**config.mk**
```make
export PLATFORM = sky130hd
export DESIGN_NAME = xleds_ctrl
export DESIGN_NICKNAME = d
export VERILOG_FILES = /design/src/rtl/xleds_pkg.sv /design/src/rtl/xleds_tick.sv /design/src/rtl/xleds_ctrl.sv
export SDC_FILE = /design/constraint.sdc
export NUM_CORES = 1
export LEC_CHECK = 0
export CORE_MARGIN = 3
export CORE_UTILIZATION = 43
export CTS_BUF_LIST = sky130_fd_sc_hd__clkbuf_4 sky130_fd_sc_hd__clkbuf_8
export CTS_CLUSTER_SIZE = 24
export DETAILED_ROUTE_END_ITERATION = 8
export PLACE_DENSITY_LB_ADDON = 0.08
export SYNTH_ARGS = -nofsm -noshare
export SYNTH_HDL_FRONTEND = slang
export SYNTH_SLANG_ARGS = --single-unit
```
**constraint.sdc**
```tcl
create_clock -name clk -period 2.3 [get_ports clk]
set_input_delay 0.345 -clock clk [delete_from_list [all_inputs] [get_ports clk]]
set_output_delay 0.345 -clock clk [all_outputs]
set_load 0.01 [all_outputs]
```
**src/rtl/xleds_pkg.sv**
```systemverilog
// Shared definitions for the LED driver: channel mode encoding and width.
//   mode_t       2-bit channel mode
//   MODE_STATIC  led = val
//   MODE_BLINK   led = global blink phase ^ val
//   MODE_PWM     led = (global pwm counter < duty)
//   MODE_PULSE   led = 1 while the one-shot counter runs
package xleds_pkg;

   localparam int MODE_W = 2;

   typedef logic [MODE_W-1:0] mode_t;

   localparam mode_t MODE_STATIC = 2'b00;
   localparam mode_t MODE_BLINK  = 2'b01;
   localparam mode_t MODE_PWM    = 2'b10;
   localparam mode_t MODE_PULSE  = 2'b11;

endpackage

```
**src/rtl/xleds_tick.sv**
```systemverilog
// Timebase prescaler. Counts 0..TICK_DIV-1 and raises tick_o for the one
// cycle in which the count sits at TICK_DIV-1, then wraps to 0.
//   clk     in   system clock
//   reset   in   synchronous reset, active-low
//   tick_o  out  1-cycle timebase tick
module xleds_tick
   import xleds_pkg::*;
#(
   parameter int TICK_DIV = 100000
) (
   input  logic clk,
   input  logic reset,
   output logic tick_o
);

   localparam int CW = (TICK_DIV > 1) ? $clog2(TICK_DIV) : 1;
   localparam logic [CW-1:0] CNT_LAST = CW'(TICK_DIV - 1);

   logic [CW-1:0] cnt_q;
   logic [CW-1:0] cnt_d;

   assign tick_o = (cnt_q == CNT_LAST);
   assign cnt_d  = tick_o ? '0 : cnt_q + 1'b1;

   always_ff @(posedge clk) begin
      if (!reset) begin
         cnt_q <= '0;
      end else begin
         cnt_q <= cnt_d;
      end
   end

endmodule

```
**src/rtl/xleds_ctrl.sv**
```systemverilog
// Multi-mode LED driver for the board LED bank. Every channel keeps its own
// mode/val/duty and a one-shot down-counter; the blink phase and PWM counter
// are global so all channels in the same mode run in lockstep.
//   clk         in   system clock
//   reset       in   synchronous reset, active-low
//   wr          in   config write strobe
//   wr_sel      in   channel mask for the write
//   wr_mode     in   mode to load (see xleds_pkg)
//   wr_val      in   STATIC level / BLINK phase invert
//   wr_duty     in   PWM duty
//   leds        out  registered LED drive
//   pulse_busy  out  registered one-shot active flags
//
// Per-channel mode (state | meaning):
//   MODE_STATIC | led follows val
//   MODE_BLINK  | led follows global phase xor val
//   MODE_PWM    | led high while pwm counter < duty
//   MODE_PULSE  | led high, counter runs down on tick; at 0 -> STATIC, val=0
module xleds_ctrl
   import xleds_pkg::*;
#(
   parameter int N_LEDS      = 8,
   parameter int PWM_W       = 4,
   parameter int TICK_DIV    = 100000,
   parameter int BLINK_TICKS = 250,
   parameter int PULSE_TICKS = 50
) (
   input  logic              clk,
   input  logic              reset,
   input  logic              wr,
   input  logic [N_LEDS-1:0] wr_sel,
   input  logic [MODE_W-1:0] wr_mode,
   input  logic              wr_val,
   input  logic [PWM_W-1:0]  wr_duty,
   output logic [N_LEDS-1:0] leds,
   output logic [N_LEDS-1:0] pulse_busy
);

   localparam int BCW = (BLINK_TICKS > 1) ? $clog2(BLINK_TICKS) : 1;
   localparam int PCW = $clog2(PULSE_TICKS + 1);
   localparam logic [BCW-1:0] BLINK_LAST = BCW'(BLINK_TICKS - 1);
   localparam logic [PCW-1:0] PULSE_LOAD = PCW'(PULSE_TICKS);
   localparam logic [PCW-1:0] PULSE_ONE  = PCW'(1);

   logic             tick;
   logic [BCW-1:0]   blink_cnt_q, blink_cnt_d;
   logic             phase_q, phase_d;
   logic [PWM_W-1:0] pwm_cnt_q, pwm_cnt_d;

   xleds_tick #(
      .TICK_DIV (TICK_DIV)
   ) u_tick (
      .clk    (clk),
      .reset  (reset),
      .tick_o (tick)
   );

   always_comb begin
      blink_cnt_d = blink_cnt_q;
      phase_d     = phase_q;
      if (tick) begin
         if (blink_cnt_q == BLINK_LAST) begin
            blink_cnt_d = '0;
            phase_d     = ~phase_q;
         end else begin
            blink_cnt_d = blink_cnt_q + 1'b1;
         end
      end
   end

   // Free-running; wraps 2**PWM_W-1 -> 0 naturally.
   assign pwm_cnt_d = pwm_cnt_q + 1'b1;

   always_ff @(posedge clk) begin
      if (!reset) begin
         blink_cnt_q <= '0;
         phase_q     <= 1'b0;
         pwm_cnt_q   <= '0;
      end else begin
         blink_cnt_q <= blink_cnt_d;
         phase_q     <= phase_d;
         pwm_cnt_q   <= pwm_cnt_d;
      end
   end

   for (genvar i = 0; i < N_LEDS; i++) begin : g_ch
      mode_t            mode_q, mode_d;
      logic             val_q, val_d;
      logic [PWM_W-1:0] duty_q, duty_d;
      logic [PCW-1:0]   pcnt_q, pcnt_d;
      logic             busy_q, busy_d;
      logic             led_q, led_d;

      always_comb begin
         mode_d = mode_q;
         val_d  = val_q;
         duty_d = duty_q;
         pcnt_d = pcnt_q;
         busy_d = busy_q;
         led_d  = 1'b0;

         // A write to this channel takes priority over a coincident tick,
         // so a retrigger on a tick edge starts from the full count.
         if (wr && wr_sel[i]) begin
            mode_d = wr_mode;
            val_d  = wr_val;
            duty_d = wr_duty;
            if (wr_mode == MODE_PULSE) begin
               pcnt_d = PULSE_LOAD;
               busy_d = 1'b1;
            end else begin
               pcnt_d = '0;
               busy_d = 1'b0;
            end
         end else if (busy_q && tick) begin
            if (pcnt_q == PULSE_ONE) begin
               pcnt_d = '0;
               busy_d = 1'b0;
               mode_d = MODE_STATIC;
               val_d  = 1'b0;
            end else begin
               pcnt_d = pcnt_q - 1'b1;
            end
         end

         case (mode_q)
            MODE_STATIC: led_d = val_q;
            MODE_BLINK:  led_d = phase_q ^ val_q;
            MODE_PWM:    led_d = (pwm_cnt_q < duty_q);
            MODE_PULSE:  led_d = busy_q;
            default:     led_d = 1'b0;
         endcase
      end

      always_ff @(posedge clk) begin
         if (!reset) begin
            mode_q <= MODE_STATIC;
            val_q  <= 1'b0;
            duty_q <= '0;
            pcnt_q <= '0;
            busy_q <= 1'b0;
            led_q  <= 1'b0;
         end else begin
            mode_q <= mode_d;
            val_q  <= val_d;
            duty_q <= duty_d;
            pcnt_q <= pcnt_d;
            busy_q <= busy_d;
            led_q  <= led_d;
         end
      end

      assign leds[i]       = led_q;
      assign pulse_busy[i] = busy_q;
   end

endmodule

```
==> flow_summary.json, run 1 <==
{
  "slowest_delay_ns": 0.37,
  "power_leakage_nw": 3.203,
  "fp.dieArea_um2": 19580,
  "finalHoldViolations": 0,
  "crit_arrival_ns": 2.49,
  "cts.path.max_buffers": 2,
  "gr-total-overflow": 0,
  "dpl.hpwl_um": 13270,
  "synth_nets": 1010,
  "path_clk_slew_ns": 0.08,
  "routed_wl_um": 18610,
  "final_max_slew_viol_count": 0,
  "clock.fmax_mhz": 465.5,
  "status": "complete, no violations",
  "relSlewSlack_pct": 62.29,
  "setup_viol": 0,
  "area_growth_pct": 12.85,
  "diodes": 0,
  "synth_cell_types": 54,
  "yosys.area.top_type": "dfxtp_1",
  "grt_pass1_vias": 6029,
  "clockRootBuffer": "clkbuf_8",
  "io_pins": 34,
  "r2r-end": "g_ch[6].pcnt_q[5]$_SDFFE_PN0P_",
  "yosys_warnings": 0,
  "wire_per_inst_um": 15.51,
  "vias_per_cell": 5.464,
  "design.core.area_um2": 17420,
  "grt.total_usage_pct": 19.29,
  "path_buf_inv": 2,
  "crit_path_frequent_cell": "buf_4",
  "synth_edf_count": 0,
  "drtPass1Iterations": 7,
  "p_per_area_nw_per_um2": 636.6,
  "grt_pass1_wl_um": 30980,
  "mostFrequentLayoutCell": "dfxtp_1",
  "max_slew.worst_pin.slew_ns": 0.5613,
  "netlist_area_um2": 7712,
  "syn_inst": 948,
  "htreeDepth": 4,
  "grt_max_degree": 88,
  "crit_path_end_kind": "register",
  "portBuffers": 33,
  "hold_class": "input pin to register",
  "clk_latency_ns": 0.45,
  "worstHoldStart": "reset",
  "critPathLaunchType": "register",
  "reg2regPathDepth": 7,
  "crit_fanout": 10,
  "holdWs_ns": 0.3969,
  "numCtsBuffers": 17,
  "min_period_ns": 2.148,
  "antenna_found_initial": 0,
  "worstPathRequired_ns": 2.64,
  "synth_area_leaders": "dfxtp_1 39%, ha_1 7.1%, nand2_1 6.6%, nand3_1 5.2%, a21oi_1 3.6%",
  "synth_ff_type": "dfxtp_1",
  "finish.net_count": 1026,
  "placed_cell_area_um2": 8250,
  "worstPathCellList": "ha_1 > and3_1 > and3_2 > buf_4 > buf_4 > nand3_1 > o311ai_0",
  "drcViolationCount": 0,
  "start_util_pct": 44.28,
  "ys_ff_latch": 150,
  "nFillCells": 1703,
  "ys_seq_area_share_pct": 38.94,
  "finalInstanceArea_um2": 8703,
  "setup_tns_ns": 0,
  "finClkSkew_ns": 0.01515,
  "die_h_um": 139.9,
  "ff2ff_setup_slack_ns": 0.15,
  "cp_slowest_cell": "o311ai_0",
  "gp_congestion": 0.8112,
  "async_reset_ff_share_pct": 0,
  "die_x_um": 139.9,
  "initialDrtViolationCount": 304,
  "vdd_drop_max_mv": 0.3532,
  "drv_cap": 0,
  "drive_gt1_share_pct": 7.590,
  "num_rows": 48,
  "cts.sinks": 150,
  "syn-mean-instance-area_um2": 8.135,
  "vias": 6557,
  "postCtsHoldBufs": 0,
  "path_class": "register to register",
  "hold_path_end": "u_tick.cnt_q[4]$_SDFF_PP0_",
  "final_cell_mix": "150 x dfxtp_1, 134 x nand2_1, 79 x nand3_1, 56 x a21oi_1, 54 x nor2_1",
  "r2r_start": "u_tick.cnt_q[0]$_SDFF_PP0_",
  "ant_nets": 0,
  "period_share_pct": 93.39,
  "worstHoldPathCells": 3,
  "cpLargestDelayFamily": "simple AND/OR/NAND/NOR gates",
  "yosys.area.top_type_share_pct": 38.94,
  "cts_tree": "done"
}
worst register-to-register path, stage by stage (launching register included):
cell      delay, ns
dfxtp_1        0.35
ha_1           0.21
and3_1         0.22
and3_2         0.29
buf_4          0.22
buf_4          0.14
nand3_1        0.24
o311ai_0       0.37
cell usage after synthesis, drive strengths merged (13+ instances only):
| master | count |
|---|---|
| clkbuf | 29 |
| and2 | 14 |
| nand4 | 26 |
| nor3 | 22 |
| xnor2 | 16 |
| nand2b | 15 |
| ha | 44 |
| or3 | 18 |
| inv | 52 |
| mux2i | 18 |
| nand2 | 135 |
| nor2 | 56 |
| o22ai | 26 |
| xor2 | 13 |
| a21oi | 56 |
| buf | 33 |
| nand3 | 80 |
| dfxtp | 150 |
where the power goes:
part	total [W]	internal (W)	switching, W
Sequential	0.00276	0.00268	0.0000765
Combinational	0.000542	0.000241	0.000301
Clock	0.00224	0.00126	0.000976
routing by layer:
| layer | wire length [µm] | global-route usage [%] | part of all wire [%] | vias up |
|---|---|---|---|---|
| met5 | 0 | 0 | 0 | - |
| met4 | 174 | 5.201 | 0.93 | 0 |
| met3 | 572 | 3.209 | 3.1 | 13 |
| met2 | 8143 | 29.27 | 44 | 83 |
| met1 | 9724 | 28.46 | 52 | 3072 |
| li1 | - | - | - | 3389 |
cell families (layout without fill, tap and decap cells):
kind of cell / count (synthesis) / after routing / synth area share (%)
and+or+nand+nor: 422 / 422 / 27.35
AOI/OAI and AO/OA: 170 / 170 / 14.46
DFF: 150 / 150 / 38.94
buffers and inverters: 115 / 142 / 6.489
adders and majority gates: 44 / 44 / 7.138
xor gates and xnor gates: 29 / 29 / 3.293
muxes: 18 / 18 / 2.336
area by class of cell:
cell class | count | area, µm² | share of cell area [%]
sequential | 150 | 3003 | 34.50
clock inverter | 9 | 150.1 | 1.725
multi-input combinational | 683 | 4229 | 48.59
timing repair buffer | 59 | 558.0 | 6.412
clock buffer | 21 | 282.8 | 3.249
tap | 225 | 281.5 | 3.235
inverter | 53 | 198.9 | 2.286
metrics by stage:
| stage | total power [W] | worst slack [ns] | utilization (%) | instances |
|---|---|---|---|---|
| floorplan | 0.003178 | 0.4728 | - | 948 |
| global placement | 0.003361 | 0.1158 | 47.37 | 1170 |
| detailed placement | 0.003363 | 0.04570 | 47.37 | 1170 |
| CTS | 0.005600 | 0.03250 | 49.86 | 1200 |
| global route | 0.005796 | -0.001396 | 49.97 | 1200 |
| finish | 0.005541 | 0.1519 | 49.97 | 1200 |
how the worst max path moves through the flow:
stage / start / end / slack (ns) / cells after the start
after floorplan: u_tick.cnt_q[0]$_SDFF_PP0_ / g_ch[1].pcnt_q[0]$_SDFFE_PN0P_ / 0.47 / 7
after global placement: u_tick.cnt_q[0]$_SDFF_PP0_ / blink_cnt_q[4]$_SDFFE_PN0N_ / 0.12 / 7
after detailed placement: u_tick.cnt_q[0]$_SDFF_PP0_ / blink_cnt_q[4]$_SDFFE_PN0N_ / 0.05 / 7
after CTS: u_tick.cnt_q[0]$_SDFF_PP0_ / blink_cnt_q[4]$_SDFFE_PN0N_ / 0.03 / 7
after global routing: u_tick.cnt_q[0]$_SDFF_PP0_ / g_ch[6].pcnt_q[5]$_SDFFE_PN0P_ / -0.001 / 7
final: u_tick.cnt_q[0]$_SDFF_PP0_ / g_ch[6].pcnt_q[5]$_SDFFE_PN0P_ / 0.15 / 7
registers in the layout, indices dropped and copies added, names as in the netlist:
signal	cells
phase_q	1
g_ch.pcnt_q	48
g_ch.mode_q	16
g_ch.val_q	8
u_tick.cnt_q	17
g_ch.busy_q	8
blink_cnt_q	8
pwm_cnt_q	4
g_ch.led_q	8
g_ch.duty_q	32
repair_timing:
item | 4_1_cts | 5_1_grt
endpoints found under the setup margin | 0 | 46
resized for setup | 0 | 7
buffers inserted | 0 | 0
(Power assumes the default switching activity.)
==> inputs of run 2 (changes only) <==
--- a/config.mk
+++ b/config.mk
@@ -7,10 +7,9 @@
 export LEC_CHECK = 0
 export CORE_MARGIN = 3
 export CORE_UTILIZATION = 43
-export CTS_BUF_LIST = sky130_fd_sc_hd__clkbuf_4 sky130_fd_sc_hd__clkbuf_8
 export CTS_CLUSTER_SIZE = 24
 export DETAILED_ROUTE_END_ITERATION = 8
-export PLACE_DENSITY_LB_ADDON = 0.08
+export PLACE_DENSITY = 0.64
 export SYNTH_ARGS = -nofsm -noshare
 export SYNTH_HDL_FRONTEND = slang
 export SYNTH_SLANG_ARGS = --single-unit
==> flow_summary.json, run 2 (synthesized netlist as in run 1, its figures left out) <==
{
  "status": "complete, no violations",
  "io_pins": 34,
  "postCtsHoldBufs": 0,
  "cts_resized": 0,
  "path_clk_slew_ns": 0.06,
  "portBuffers": 33,
  "num_rows": 48,
  "wire_per_inst_um": 15.26,
  "grt_pass1_wl_um": 30500,
  "cts.path.max_buffers": 2,
  "cp_slowest_cell": "or4_1",
  "worstPathRequired_ns": 2.67,
  "vdd_drop_max_mv": 0.5352,
  "antenna_found_initial": 0,
  "mostFrequentLayoutCell": "dfxtp_1",
  "drive_gt1_share_pct": 6.674,
  "hold_class": "input pin to register",
  "path_class": "register to register",
  "crit_path_start": "u_tick.cnt_q[0]$_SDFF_PP0_",
  "finalHoldViolations": 0,
  "drv_cap": 0,
  "critPathLaunchType": "register",
  "crit_path_frequent_cell": "and3_1",
  "final_max_slew_viol_count": 0,
  "worstHoldStart": "reset",
  "design.core.area_um2": 17420,
  "vias": 6608,
  "rsz0062_at_grt": "no",
  "period_share_pct": 91.85,
  "dpl.hpwl_um": 12810,
  "cts_tree": "done",
  "power_leakage_nw": 3.249,
  "drcViolationCount": 0,
  "diodes": 0,
  "numCtsBuffers": 17,
  "setup_tns_ns": 0,
  "start_util_pct": 44.28,
  "fin_cells": 1199,
  "largest_reg_flops": 48,
  "die_h_um": 139.9,
  "drtPass1Iterations": 5,
  "dp.cells": 1169,
  "finClkSkew_ns": 0.01032,
  "p_per_area_nw_per_um2": 696.9,
  "crit_path_end_kind": "register",
  "fin_ws_ns": 0.1874,
  "finalCoreUtilization_pct": 50.60,
  "min_period_ns": 2.113,
  "gp_congestion": 0.8390,
  "crit_arrival_ns": 2.48,
  "vias_per_cell": 5.511,
  "regMostFlops": "g_ch.pcnt_q",
  "slowest_delay_ns": 0.52,
  "post-place-ws_ns": 0.2006,
  "r2r_start": "u_tick.cnt_q[0]$_SDFF_PP0_",
  "cts.sinks": 150,
  "post_cts_buffers": 0,
  "area_growth_pct": 14.26,
  "routed_wl_um": 18300,
  "initialDrtViolationCount": 428,
  "crit_fanout": 19,
  "ant_nets": 0,
  "fp.dieArea_um2": 19580,
  "htreeDepth": 4,
  "finish.net_count": 1025,
  "grt.total_usage_pct": 18.83,
  "worstPathCellList": "ha_1 > and3_1 > and3_1 > buf_4 > nand3_1 > or4_1 > nand2_1",
  "max_slew.worst_pin.slew_ns": 0.5635,
  "clk_latency_ns": 0.43,
  "clock.fmax_mhz": 473.4,
  "grt_max_degree": 87,
  "clockRootBuffer": "clkbuf_16",
  "relSlewSlack_pct": 62.15,
  "grt_pass1_vias": 5983,
  "setup_viol": 0,
  "top_regs": "g_ch.pcnt_q: 48 flops, g_ch.duty_q: 32 flops, u_tick.cnt_q: 17 flops",
  "gr-total-overflow": 0,
  "die_x_um": 139.9,
  "final_cell_mix": "150 x dfxtp_1, 135 x nand2_1, 80 x nand3_1, 56 x nor2_1, 56 x a21oi_1"
}
## run 2: critical path, delay by kind of cell, from the launching register on
family / cells / cell delay, ns
flip-flops: 1 / 0.35
buffers and inverters: 1 / 0.25
AND/OR/NAND/NOR: 5 / 1.24
adder cells (fa/ha/maj): 1 / 0.22
## run 2: stage by stage
step	total power [W]	hold slack, ns	area, µm²
floorplan	0.003178	0.4176	7712
global placement	0.003346	0.4308	8218
detailed placement	0.003354	0.4349	8218
CTS	0.006200	0.3337	8812
global route	0.006397	0.3565	8812
finish	0.006141	0.3411	8812
## run 2: power breakdown
group	internal (W)	switching [W]	leakage, nW
registers	0.00269	0.0000790	1.22
logic	0.000237	0.000297	1.75
clock network	0.00173	0.00111	0.279
## run 2: path summary, 6_finish.rpt
path                                                       end  cells past startpoint  slack [ns]
worst max-delay path            g_ch[7].pcnt_q[0]$_SDFFE_PN0P_                      7        0.19
worst min-delay path                u_tick.cnt_q[4]$_SDFF_PP0_                      3        0.34
worst max register to register  g_ch[7].pcnt_q[0]$_SDFFE_PN0P_                      7        0.19
worst min register to register      u_tick.cnt_q[0]$_SDFF_PP0_                      1        0.45
## run 2: area by class of cell
type,instances,area (µm²)
clock inverters,10,147.6
repair buffers,58,525.5
multi-input cells,683,4209
flip-flops and latches,150,3003
inverters,53,198.9
clock buffers,20,446.7
fillers,1684,8605
well taps,225,281.5
## run 2: routing by layer
layer	vias up	share of wire [%]	routed length, µm	global-route usage [%]
met1	3092	49	9042	26.62
li1	3384	-	-	-
met5	-	0	0	0
met3	18	3.9	709	3.926
met4	0	1.1	199	4.539
met2	114	46	8350	29.60
==> inputs of run 3 (changes only) <==
--- a/config.mk
+++ b/config.mk
@@ -10,6 +10,7 @@
 export CTS_CLUSTER_SIZE = 24
 export DETAILED_ROUTE_END_ITERATION = 8
 export PLACE_DENSITY = 0.64
+export RECOVER_POWER = 25
 export SYNTH_ARGS = -nofsm -noshare
 export SYNTH_HDL_FRONTEND = slang
 export SYNTH_SLANG_ARGS = --single-unit
==> flow_summary.json, run 3 (synthesized netlist as in run 1, its figures left out) <==
{
  "status": "complete, no violations",
  "cts_resized": 0,
  "path_buf_inv": 1,
  "hold_class": "input pin to register",
  "crit_path_end_kind": "register",
  "max_slew.worst_pin.slew_ns": 1.252,
  "mostFrequentLayoutCell": "dfxtp_1",
  "ant_nets": 0,
  "clock.fmax_mhz": 472.6,
  "drv_cap": 0,
  "vias_per_cell": 5.509,
  "grt_pass1_vias": 5983,
  "clk_latency_ns": 0.43,
  "min_period_ns": 2.116,
  "drive_gt1_share_pct": 6.263,
  "r2r-end": "g_ch[7].pcnt_q[0]$_SDFFE_PN0P_",
  "cpLargestDelayFamily": "simple AND/OR/NAND/NOR gates",
  "grt_pass1_wl_um": 30500,
  "regMostFlops": "g_ch.pcnt_q",
  "grt_max_degree": 87,
  "cts_tree": "done",
  "worstPathRequired_ns": 2.66,
  "finalInstanceArea_um2": 8790,
  "postCtsHoldBufs": 0,
  "drtPass1Iterations": 5,
  "reg2regPathDepth": 7,
  "period_share_pct": 91.99,
  "drcViolationCount": 0,
  "path_clk_slew_ns": 0.06,
  "vias": 6605,
  "finish.net_count": 1025,
  "rsz0062_at_grt": "no",
  "antenna_found_initial": 0,
  "critical_path_depth": 7,
  "gr-total-overflow": 0,
  "area_growth_pct": 13.97,
  "crit_fanout": 19,
  "gp_congestion": 0.8390,
  "crit_path_start": "u_tick.cnt_q[0]$_SDFF_PP0_",
  "post_cts_buffers": 0,
  "post-place-ws_ns": 0.2006,
  "setup_tns_ns": 0,
  "numCtsBuffers": 17,
  "cp_slowest_cell": "or4_1",
  "crit_arrival_ns": 2.48,
  "largest_reg_flops": 48,
  "clockRootBuffer": "clkbuf_16",
  "path_class": "register to register",
  "crit_path_frequent_cell": "and3_1",
  "htreeDepth": 4,
  "portBuffers": 33,
  "start_util_pct": 44.28,
  "power_leakage_nw": 3.241,
  "vdd_drop_max_mv": 0.5323,
  "die_h_um": 139.9,
  "grt.total_usage_pct": 18.83,
  "fin_ws_ns": 0.1841,
  "num_rows": 48,
  "placed_cell_area_um2": 8218,
  "worstPathCellList": "ha_1 > and3_1 > and3_1 > buf_4 > nand3_1 > or4_1 > nand2_1",
  "cts.sinks": 150,
  "finalHoldViolations": 0,
  "io_pins": 34,
  "design.core.area_um2": 17420,
  "p_per_area_nw_per_um2": 698.1,
  "wire_per_inst_um": 15.30,
  "final_max_slew_viol_count": 0,
  "critPathLaunchType": "register",
  "dpl.hpwl_um": 12810,
  "setup_viol": 0,
  "relSlewSlack_pct": 16.53,
  "finClkSkew_ns": 0.01029,
  "initialDrtViolationCount": 380,
  "cts.path.max_buffers": 2,
  "die_x_um": 139.9,
  "fp.dieArea_um2": 19580,
  "slowest_delay_ns": 0.52,
  "cp-endpoint": "g_ch[7].pcnt_q[0]$_SDFFE_PN0P_",
  "final_cell_mix": "150 x dfxtp_1, 135 x nand2_1, 80 x nand3_1, 56 x nor2_1, 56 x a21oi_1",
  "diodes": 0,
  "top_regs": "g_ch.pcnt_q: 48 flops, g_ch.duty_q: 32 flops, u_tick.cnt_q: 17 flops",
  "r2r_start": "u_tick.cnt_q[0]$_SDFF_PP0_",
  "routed_wl_um": 18350,
  "ff2ff_setup_slack_ns": 0.18
}
[run 3: cell count changes in the layout (fill, tap and decap cells not counted), sizes merged]
cell / previous run / this run
buf: 26 / 18
clkbuf: 20 / 28
clkdlybuf4s50: 32 / 28
dlygate4sd3: 0 / 4
[run 3: worst min path at each step]
stage | start | endpoint | cells after the start
floorplan | u_tick.cnt_q[0]$_SDFF_PP0_ | u_tick.cnt_q[0]$_SDFF_PP0_ | 1
global placement | u_tick.cnt_q[0]$_SDFF_PP0_ | u_tick.cnt_q[0]$_SDFF_PP0_ | 1
detailed placement | u_tick.cnt_q[0]$_SDFF_PP0_ | u_tick.cnt_q[0]$_SDFF_PP0_ | 1
CTS | reset | u_tick.cnt_q[4]$_SDFF_PP0_ | 3
global route | reset | g_ch[3].pcnt_q[2]$_SDFFE_PN0P_ | 3
finish | reset | blink_cnt_q[1]$_SDFFE_PN0N_ | 3
[run 3: through the flow]
step	cells	utilization [%]	total power, W	hold slack (ns)
2_1_floorplan	948	-	0.003178	0.4176
3_3_place_gp	1169	47.18	0.003346	0.4308
3_5_place_dp	1169	47.18	0.003354	0.4349
4_1_cts	1199	50.60	0.006200	0.3337
5_1_grt	1199	50.47	0.006391	0.4070
6_report	1199	50.47	0.006136	0.3962
[run 3: worst min-delay path, stage by stage]
cell	delay, ns
clkbuf_1	0.15
inv_2	0.21
a21oi_1	0.06
[run 3: cell type report]
| cell class | count | area, µm² |
|---|---|---|
| clock buffers | 20 | 446.7 |
| repair buffers | 58 | 503.0 |
| multi-input cells | 683 | 4209 |
| well taps | 225 | 281.5 |
| flip-flops and latches | 150 | 3003 |
| inverters | 53 | 198.9 |
| fillers | 1689 | 8627 |
| clock inverters | 10 | 147.6 |
[run 3: per-layer routing]
metal	GRT usage, %	wire length (µm)
met2	29.60	8391
met5	0	0
met3	3.926	733
met1	26.62	9042
met4	4.539	180
[run 3: power by group]
part / leakage [nW] / switching [W] / internal [W]
Sequential: 1.22 / 0.0000790 / 0.00269
Clock: 0.279 / 0.00111 / 0.00173
Combinational: 1.74 / 0.000297 / 0.000230
Total: 3.24 / 0.00149 / 0.00465
